### src/rtl/aibnd_dcc_pkg.sv
// Shared types and helpers for the DCC delay-line calibration controller.
package aibnd_dcc_pkg;

  localparam int CODE_W_DEFAULT = 10;

  typedef enum logic [2:0] {
    IDLE,
    LAUNCH,
    MEAS,
    WAIT,
    UPDATE,
    LOCKED
  } state_t;

  function automatic logic [31:0] bin2gray(input logic [31:0] bin);
    return bin ^ (bin >> 1);
  endfunction

endpackage

### src/rtl/aibnd_dcc_sync2.sv
// Two-flop synchronizer bringing the asynchronous phase-detector verdict into clk.
module aibnd_dcc_sync2 (
  input  logic clk,
  input  logic reset_n,
  input  logic d,
  output logic q
);

  logic [1:0] sync_q;
  logic [1:0] sync_d;

  always_comb begin
    sync_d = {sync_q[0], d};
  end

  always_ff @(posedge clk) begin
    if (!reset_n) begin
      sync_q <= '0;
    end else begin
      sync_q <= sync_d;
    end
  end

  assign q = sync_q[1];

endmodule

### src/rtl/aibnd_dcc_dll_ctrl.sv
// DCC delay-line calibration: launch/measure pulse pairs, sample the phase verdict,
// step a saturating delay code (Gray-coded out) until direction reversals declare lock.
module aibnd_dcc_dll_ctrl
  import aibnd_dcc_pkg::*;
#(
  parameter int CODE_W     = CODE_W_DEFAULT,
  parameter int CODE_INIT  = 64,
  parameter int SETTLE_CYC = 8,
  parameter int LOCK_FLIPS = 4,
  parameter int CNT_W      = 4
) (
  input  logic              clk,
  input  logic              reset_n,
  input  logic              cal_en,
  input  logic              pd_early,
  output logic              launch,
  output logic              measure,
  output logic [CODE_W-1:0] gray,
  output logic              dll_lock_reg,
  output logic              cal_err
);

  localparam logic [CODE_W-1:0] CODE_RST  = CODE_W'(CODE_INIT);
  localparam logic [CODE_W-1:0] GRAY_RST  = CODE_W'(bin2gray(32'(CODE_INIT)));
  localparam logic [CODE_W-1:0] CODE_MAX  = '1;
  localparam logic [CNT_W-1:0]  CNT_LAST  = CNT_W'(SETTLE_CYC - 1);
  localparam logic [CNT_W-1:0]  FLIP_LOCK = CNT_W'(LOCK_FLIPS);

  state_t              state_q, state_d;
  logic [CNT_W-1:0]    cnt_q, cnt_d;
  logic [CNT_W-1:0]    flips_q, flips_d;
  logic [CODE_W-1:0]   code_q, code_d;
  logic [CODE_W-1:0]   gray_q, gray_d;
  logic                prev_dir_q, prev_dir_d;
  logic                first_q, first_d;
  logic                launch_q, launch_d;
  logic                measure_q, measure_d;
  logic                lock_q, lock_d;
  logic                cal_err_q, cal_err_d;
  logic                pd_sync;

  aibnd_dcc_sync2 u_sync (
    .clk     (clk),
    .reset_n (reset_n),
    .d       (pd_early),
    .q       (pd_sync)
  );

  always_comb begin
    state_d    = state_q;
    cnt_d      = cnt_q;
    flips_d    = flips_q;
    code_d     = code_q;
    prev_dir_d = prev_dir_q;
    first_d    = first_q;
    cal_err_d  = cal_err_q;

    case (state_q)
      IDLE: begin
        first_d = 1'b1;
        flips_d = '0;
        if (cal_en) state_d = LAUNCH;
      end
      LAUNCH: state_d = MEAS;
      MEAS: begin
        state_d = WAIT;
        cnt_d   = '0;
      end
      WAIT: begin
        if (cnt_q == CNT_LAST) state_d = UPDATE;
        else                   cnt_d   = cnt_q + 1'b1;
      end
      UPDATE: begin
        prev_dir_d = pd_sync;
        first_d    = 1'b0;
        if (first_q)                   flips_d = '0;
        else if (pd_sync != prev_dir_q) flips_d = flips_q + 1'b1;
        else                           flips_d = '0;

        if (flips_d == FLIP_LOCK) begin
          state_d = LOCKED;
        end else begin
          state_d = LAUNCH;
          // Saturating step; hitting either rail flags a calibration that cannot converge.
          if (pd_sync) begin
            if (code_q == CODE_MAX) cal_err_d = 1'b1;
            else                    code_d    = code_q + 1'b1;
          end else begin
            if (code_q == '0) cal_err_d = 1'b1;
            else              code_d    = code_q - 1'b1;
          end
        end
      end
      LOCKED: state_d = LOCKED;
      default: state_d = IDLE;
    endcase

    if (!cal_en) begin
      state_d = IDLE;
      flips_d = '0;
      first_d = 1'b1;
    end

    launch_d  = (state_d == LAUNCH);
    measure_d = (state_d == MEAS);
    lock_d    = (state_d == LOCKED);
    gray_d    = CODE_W'(bin2gray(32'(code_d)));
  end

  always_ff @(posedge clk) begin
    if (!reset_n) begin
      state_q    <= IDLE;
      cnt_q      <= '0;
      flips_q    <= '0;
      code_q     <= CODE_RST;
      gray_q     <= GRAY_RST;
      prev_dir_q <= 1'b0;
      first_q    <= 1'b1;
      launch_q   <= 1'b0;
      measure_q  <= 1'b0;
      lock_q     <= 1'b0;
      cal_err_q  <= 1'b0;
    end else begin
      state_q    <= state_d;
      cnt_q      <= cnt_d;
      flips_q    <= flips_d;
      code_q     <= code_d;
      gray_q     <= gray_d;
      prev_dir_q <= prev_dir_d;
      first_q    <= first_d;
      launch_q   <= launch_d;
      measure_q  <= measure_d;
      lock_q     <= lock_d;
      cal_err_q  <= cal_err_d;
    end
  end

  assign launch       = launch_q;
  assign measure      = measure_q;
  assign gray         = gray_q;
  assign dll_lock_reg = lock_q;
  assign cal_err      = cal_err_q;

endmodule

### config.mk
export PLATFORM = sky130hd
export DESIGN_NAME = aibnd_dcc_dll_ctrl
export DESIGN_NICKNAME = d
export VERILOG_FILES = /design/src/rtl/aibnd_dcc_pkg.sv /design/src/rtl/aibnd_dcc_sync2.sv /design/src/rtl/aibnd_dcc_dll_ctrl.sv
export SDC_FILE = /design/constraint.sdc
export NUM_CORES = 1
export LEC_CHECK = 0
export ABC_AREA = 1
export CELL_PAD_IN_SITES_DETAIL_PLACEMENT = 0
export CELL_PAD_IN_SITES_GLOBAL_PLACEMENT = 1
export CORE_MARGIN = 1
export CORE_UTILIZATION = 41
export CTS_CLUSTER_SIZE = 30
export DETAILED_ROUTE_END_ITERATION = 16
export GPL_TIMING_DRIVEN = 1
export PLACE_DENSITY_LB_ADDON = 0.1
export SLEW_MARGIN = 20
export SYNTH_ARGS = -nofsm -noshare
export SYNTH_HDL_FRONTEND = slang
export SYNTH_SLANG_ARGS = --single-unit
### constraint.sdc
create_clock -name clk -period 2.1 [get_ports clk]
set_input_delay 0.21 -clock clk [delete_from_list [all_inputs] [get_ports clk]]
set_output_delay 0.21 -clock clk [all_outputs]
set_load 0.005 [all_outputs]
==> metrics.md <==
| Metric | Value |
|---|---|
| Status | finished clean |
| Reg-to-reg critical path endpoint | gray[5]$_SDFF_PN1_ |
| Endpoints failing hold | 0 |
| Avg Synthesized Cell Area | 6.57 µm² |
| Initial core utilization | 0.440 |
| Worst Clk Skew | 2.95 ps |
| CTS Buf Count | 5 |
| Maximum clock path buffer count | 2 |
| Antenna-violating nets left | 0 |
| Worst slew pin tran | 448 ps |
| Max reg flops | 10 |
| Hold_buf cts | 0 |
| Flop2flop setup slack | 200 ps |
| Drt initial violations | 89 |
| Vias per Instance | 4.66 |
| Initial antenna violation count | 0 |
| FF-to-FF Start | flips_q[0]$_SDFFE_PN0P_ |
| Max_cap viols | 0 |
| Largest net degree at the start of global routing | 19 |
| FMAX | 525 MHz |
| Die width | 74.4 µm |
| Multi-input gate area | 1150 µm² |
| I/O pins | 18 |
| Hold depth | 2 |
| Reg area | 762 µm² |
| Max_slew headroom | 0.701 |
| Hold path startpoint | u_sync.sync_q[0]$_SDFF_PN0_ |
| Worst-Skew Late Latency | 290 ps |
| Placer congestion estimate | 0.808 |
| Worst Path Max Fanout | 16 |
| Max IR drop VDD | 342 µV |
| Number of synthesized flops with an enable pin | 0 |
| Mapped Area | 2150 µm² |
| Yosys synthesis warning count | 0 |
| Util after Layout | 0.506 |
| Row count | 25 |
| Distinct cells, synth | 30 |
| Vias in the first global route | 1,760 |
| Leak pwr | 1.12 nW |
| Synth area leader | dfxtp_1 |
| Post-route insts no fill | 414 |
| RSZ-0062 raised after global routing | false |
| Wirelength per Cell | 11.2 µm |
| Power Dens Cells | 536 nW/µm² |
| Cell with the most instances after synthesis | nand2_1 |
| Number of diodes | 0 |
| Req. time, crit path | 2290 ps |
| CP endpoint kind | flop |
| Syn-to-layout area delta | 15.0% |
| Critical Path AT | 2100 ps |
| Die area | 5530 µm² |
| Post-synth top area share | 0.354 |
| CTS tree | done |
| First-pass GRT wire length | 7900 µm |
| Post-synth top cells | nand2_1 (95), inv_1 (41), dfxtp_1 (38), nor2_1 (38), nand3_1 (33) |
| Hold path endpoint | u_sync.sync_q[1]$_SDFF_PN0_ |
| Overall routing resource usage | 0.189 |
| Drt total wl | 4630 µm |
| Placeable Area | 4880 µm² |
| Pre-antenna DRT Iters | 4 |
| Htree depth | 2 |
| CP Class | reg -> reg |
| GRT overflow | 0 |
| Clock Sinks | 38 |
| Post-synth top flop | dfxtp_1 |
| Reg with most FFs | code_q |
| Syn Nets | 335 |
| Final nets | 354 |
| Setup TNS | 0 ps |
| Post-layout minimum cycle time | 1900 ps |
| Die Y | 74.4 µm |
| Final Cycle Share | 0.906 |
| Layout cells sized above 1 | 0.127 |
| #FFs+latches synth | 38 |
| Filler cell count | 537 |
| Power consumption | 1.32 mW |
| Hold Path Class | reg -> reg |
| Clk pin slew, worst setup/hold paths | 80 ps |
| Number of cells after detailed placement | 406 |
| DPL Wire Length | 3430 µm |
| # DRC | 0 |
| Cells after Synth | 327 |
| Main area contributors after synthesis | dfxtp_1 (35%), nand2_1 (17%), nand3_1 (7.7%) |
| Port Buffers | 17 |
| CTS root buffer | clkbuf_8 |
| Worst Reg-to-Reg Cells | 13 |
| Async set-or-reset flop fraction in the synthesized netlist | 0 |
| Setup violators final | 0 |
| Via count | 1,931 |
| Fin. max-slew vios | 0 |
| Sequential area share after synthesis | 0.354 |
| Startpoint type of the worst setup path | flop |
==> per-layer routing <==
| metal | track usage | vias up | wire length [µm] |
|---|---|---|---|
| met1 | 0.268 | 828 | 2470 |
| met2 | 0.275 | 32 | 1960 |
| li1 | - | 1065 | - |
| met3 | 0.0542 | 6 | 175 |
| met4 | 0.0566 | 0 | 33 |
| met5 | 0 | - | 0 |
==> final cells by class <==
cell class / instances / area share
Inverter: 49 / 0.0745
Timing Repair Buffer: 20 / 0.0780
Clock inverter: 2 / 0.00507
Clock buffer: 6 / 0.0334
Tap cell: 67 / 0.0339
Sequential cell: 38 / 0.309
Multi-Input combinational cell: 232 / 0.467
==> cell usage in the layout, fill, tap and decap left out, types with 2 or more instances in the layout <==
| cell | count |
|---|---|
| a211oi_1 | 3 |
| a21oi_1 | 10 |
| buf_4 | 3 |
| clkbuf_8 | 6 |
| clkdlybuf4s50_1 | 17 |
| dfxtp_1 | 37 |
| ha_1 | 4 |
| inv_1 | 41 |
| inv_2 | 8 |
| nand2_1 | 95 |
| nand2_2 | 5 |
| nand3_1 | 33 |
| nand3_2 | 8 |
| nand4_1 | 5 |
| nor2_1 | 38 |
| nor2_2 | 5 |
| nor2_4 | 3 |
| nor3_1 | 3 |
| o211ai_1 | 2 |
| o21ai_0 | 6 |
| o21ai_1 | 3 |
| xor2_1 | 2 |
==> timing repair <==
| item | in CTS | in global routing |
|---|---|---|
| resized for setup | 0 | 1 |
| setup endpoints to repair | 0 | 2 |
| buffers inserted | 0 | 0 |
==> worst max-delay path: stages (launching register included) <==
cell     delay, ps
dfxtp_1        370
ha_1           230
nand2_1         70
inv_1           40
nor2_1         140
nand3_2        120
nor2_4         210
nor2_8         100
inv_2          150
nand2_1         60
nand2_1        120
nand2_1        100
nand2_1         80
nand2_1         40
==> per-stage QoR <==
step | setup slack (ps) | hold slack, ps | cell area, µm²
2_1_floorplan | 433 | 294 | 2150
3_5_place_dp | 179 | 401 | 2370
4_1_cts | 160 | 420 | 2470
3_3_place_gp | 209 | 402 | 2370
6_report | 197 | 423 | 2470
5_1_grt | 8.11 | 433 | 2470
==> how the worst max path moves through the flow <==
stage / start / end / slack, ps
floorplan: flips_q[0]$_SDFFE_PN0P_ / gray[4]$_SDFF_PN0_ / 430
global placement: flips_q[0]$_SDFFE_PN0P_ / gray[5]$_SDFF_PN1_ / 210
detailed placement: code_q[1]$_SDFF_PN0_ / gray[1]$_SDFF_PN0_ / 180
CTS: code_q[1]$_SDFF_PN0_ / gray[1]$_SDFF_PN0_ / 160
global route: flips_q[0]$_SDFFE_PN0P_ / gray[5]$_SDFF_PN1_ / 8
finish: flips_q[0]$_SDFFE_PN0P_ / gray[5]$_SDFF_PN1_ / 200
==> power by group <==
group	switching (mW)	leakage (nW)	internal [mW]	total [mW]
Combinational	0.0409	0.765	0.0212	0.0621
Clock	0.269	0.0472	0.264	0.533
Sequential	0.00399	0.308	0.725	0.729
==> cell families (layout without fill, tap and decap cells) <==
| kind of cell | count (synthesis) | after routing | share of synthesized area |
|---|---|---|---|
| and+or+nand+nor | 199 | 199 | 0.432 |
| buffers and inverters | 57 | 77 | 0.109 |
| DFF | 38 | 38 | 0.354 |
| AOI/OAI and AO/OA | 27 | 27 | 0.0734 |
| adders and majority gates | 4 | 4 | 0.0233 |
| xor gates and xnor gates | 2 | 2 | 0.00816 |
(Power assumes the default switching activity.)
==> variant 1, RTL diff (same settings) <==
The parameter `SETTLE_CYC` goes from 8 to 7.
--- a/src/rtl/aibnd_dcc_dll_ctrl.sv
+++ b/src/rtl/aibnd_dcc_dll_ctrl.sv
@@ -5,7 +5,7 @@
 #(
   parameter int CODE_W     = CODE_W_DEFAULT,
   parameter int CODE_INIT  = 64,
-  parameter int SETTLE_CYC = 8,
+  parameter int SETTLE_CYC = 7,
   parameter int LOCK_FLIPS = 4,
   parameter int CNT_W      = 4
 ) (
Check against the original RTL: no difference found for any inputs over 10 cycles, from zero or initial values and one cycle with reset_n low; that may be too few to reach the edited logic, so the function may still have changed.
==> variant 1 against the unedited design <==
- the run now ends with design-rule violations left
- clock skew up 0.0017 ns
- cell area up 2.2%
- setup slack better by 0.049 ns
- sequential cell count unchanged
- non-clock buffer count up 3
- area after synthesis up 1.6%
- die area up 1.5%
- count of clock-buffer cells in the layout unchanged
- via count up 2.9%
- power down 3.7%
- combinational power up 1%
- critical path depth down 2
- largest power group unchanged
- routed wire length up 8.0%
==> variant 1: results <==
set metrics [dict create \
    status "finished, violations left" \
    violations "design-rule violations" \
    yosys.area_share.xor_xnor 0.02811 \
    placed_cell_area_mm2 0.002426 \
    dp_cells 411 \
    ir_drop_mv 0.3672 \
    p_leak_nw 1.169 \
    fin_nets 357 \
    yosysSeqAreaShare 0.3488 \
    met2_length_um 2116 \
    grt.total_usage 0.2007 \
    r2r_cells 11 \
    avgRoutedWirePerCell_um 11.96 \
    drtIter0Drc 112 \
    worstPathMaxFanout 10 \
    tightest_slew_ns 0.3282 \
    cp-endpoint "gray[1]" \
    stdcell_count 418 \
    via_count 1987 \
    hold_slack_ns 0.4199 \
    dpl.hpwl_um 3697 \
    drc 1 \
    worst_slack_ns 0.2453 \
    drt-met1-wl_um 2630 \
    dp_slack_ns 0.05166 \
]
-- variant 1: cell types whose count changed after synthesis, moves of 3 or more --
cell,unedited run,this run
nand2_1,95,90
nand3_1,33,40
nor2_2,5,2
o21ai_1,3,0
xor2_1,2,7
-- variant 1: area by class of cell --
class | count | area [um^2]
fill | 566 | 2582
multi-input combinational | 234 | 1209
sequential | 38 | 760.7
timing repair buffer | 23 | 215.2
inverter | 46 | 172.7
tap | 70 | 87.58
clock buffer | 6 | 72.57
clock inverter | 1 | 7.507
-- variant 1: cell families after synthesis --
kind of cell,count (synthesis)
buffers and inverters,55
AOI/OAI and AO/OA,22
DFF,38
adders and majority gates,5
and+or+nand+nor,200
xor gates and xnor gates,7
-- variant 1: power by group --
part	internal (mW)	leakage, nW	switching (mW)	total (mW)
clock network	0.228	0.0373	0.256	0.483
logic	0.0216	0.824	0.0412	0.0628
registers	0.726	0.307	0.00384	0.729
total	0.975	1.17	0.301	1.28
==> variant 2, RTL diff (same settings) <==
Without the edit above. Register the inputs `cal_en` and `pd_early` before use. The logic sees them one clock later.
--- a/src/rtl/aibnd_dcc_dll_ctrl.sv
+++ b/src/rtl/aibnd_dcc_dll_ctrl.sv
@@ -26,6 +26,14 @@
   localparam logic [CNT_W-1:0]  CNT_LAST  = CNT_W'(SETTLE_CYC - 1);
   localparam logic [CNT_W-1:0]  FLIP_LOCK = CNT_W'(LOCK_FLIPS);
 
+  logic cal_en_q;
+  logic pd_early_q;
+
+  always_ff @(posedge clk) begin
+    cal_en_q   <= cal_en;
+    pd_early_q <= pd_early;
+  end
+
   state_t              state_q, state_d;
   logic [CNT_W-1:0]    cnt_q, cnt_d;
   logic [CNT_W-1:0]    flips_q, flips_d;
@@ -42,7 +50,7 @@
   aibnd_dcc_sync2 u_sync (
     .clk     (clk),
     .reset_n (reset_n),
-    .d       (pd_early),
+    .d       (pd_early_q),
     .q       (pd_sync)
   );
 
@@ -59,7 +67,7 @@
       IDLE: begin
         first_d = 1'b1;
         flips_d = '0;
-        if (cal_en) state_d = LAUNCH;
+        if (cal_en_q) state_d = LAUNCH;
       end
       LAUNCH: state_d = MEAS;
       MEAS: begin
@@ -95,7 +103,7 @@
       default: state_d = IDLE;
     endcase
 
-    if (!cal_en) begin
+    if (!cal_en_q) begin
       state_d = IDLE;
       flips_d = '0;
       first_d = 1'b1;
Behaviour: not the same (Yosys sat finds a counterexample within 4 cycles, from zero or initial values and one cycle with reset_n low).
==> variant 2 against the unedited design <==
- sequential cell count rose by 2
- sequential share of layout area hardly changed
- synthesized cell count fell by 1.2%
- cell area up 5.0%
- clock power grew 16%
- power grew 9.9%
- die area up 4.0%
- largest cell class unchanged
- highest routed layer unchanged
- setup slack improved by 0.037 ns
- routed wire length increased by 6.8%
- area after synthesis is 4.1% higher
==> variant 2: results <==
set metrics [dict create \
    fin_skew_ns 0.01094 \
    synthesis.nets 331 \
    ir_drop_mv 0.3799 \
    dp_slack_ns 0.1242 \
    drtIter0Drc 100 \
    via_count 2021 \
    synthTopCellsByCount "90 x nand2_1, 40 x dfxtp_1, 40 x nand3_1" \
    grt_pass1_vias 1829 \
    buffers 21 \
    hold_class "in2reg" \
    grt_max_degree 20 \
    dp_cells 407 \
    status "finished, final reports clean" \
    fin_nets 352 \
    dpl.hpwl_um 3800 \
    grt_pass1_wl_um 8314 \
    slew_headroom 0.7485 \
    drt-total-wl_um 4947 \
    power_frac_clock 0.426 \
    area_share_nonclk_buffers 0.07718 \
    crit-reg2reg-launch "code_q[1]" \
    fin_util 0.5015 \
    worstHoldStart "cal_en" \
    switchingPower_uw 315.6 \
    drive_above_1_share 0.1362 \
    powerComb_uw 63.6 \
]
==> variant 2: cell types whose count changed after synthesis, sizes merged, moves of 2 or more <==
cell,change
buf,-2
inv,-12
nor2,+3
a31oi,+2
nand3,+7
nand2,-4
dfxtp,+2
==> variant 2: logic make-up after synthesis <==
group	synth area share
buf+inv	0.08175
simple gates	0.4574
fa+ha+maj	0.02240
xor+xnor	0.003920
compound gates	0.07615
flops	0.3583
==> variant 2: critical path: cells and delay by family, from the launching register on <==
family                   cells  cell delay [ns]
buffers and inverters        1             0.09
AND/OR/NAND/NOR             10             1.02
adder cells (fa/ha/maj)      1             0.23
flip-flops                   1             0.44
==> variant 2: per-layer routing <==
layer  track usage  vias up  part of all wire  routed length [um]
met5             0        -                 0                   0
met4       0.08642        0             0.023                 116
li1              -     1077                 -                   -
met3       0.04630       12             0.038                 186
met2        0.3235       37              0.47                2311
met1        0.2377      895              0.47                2333
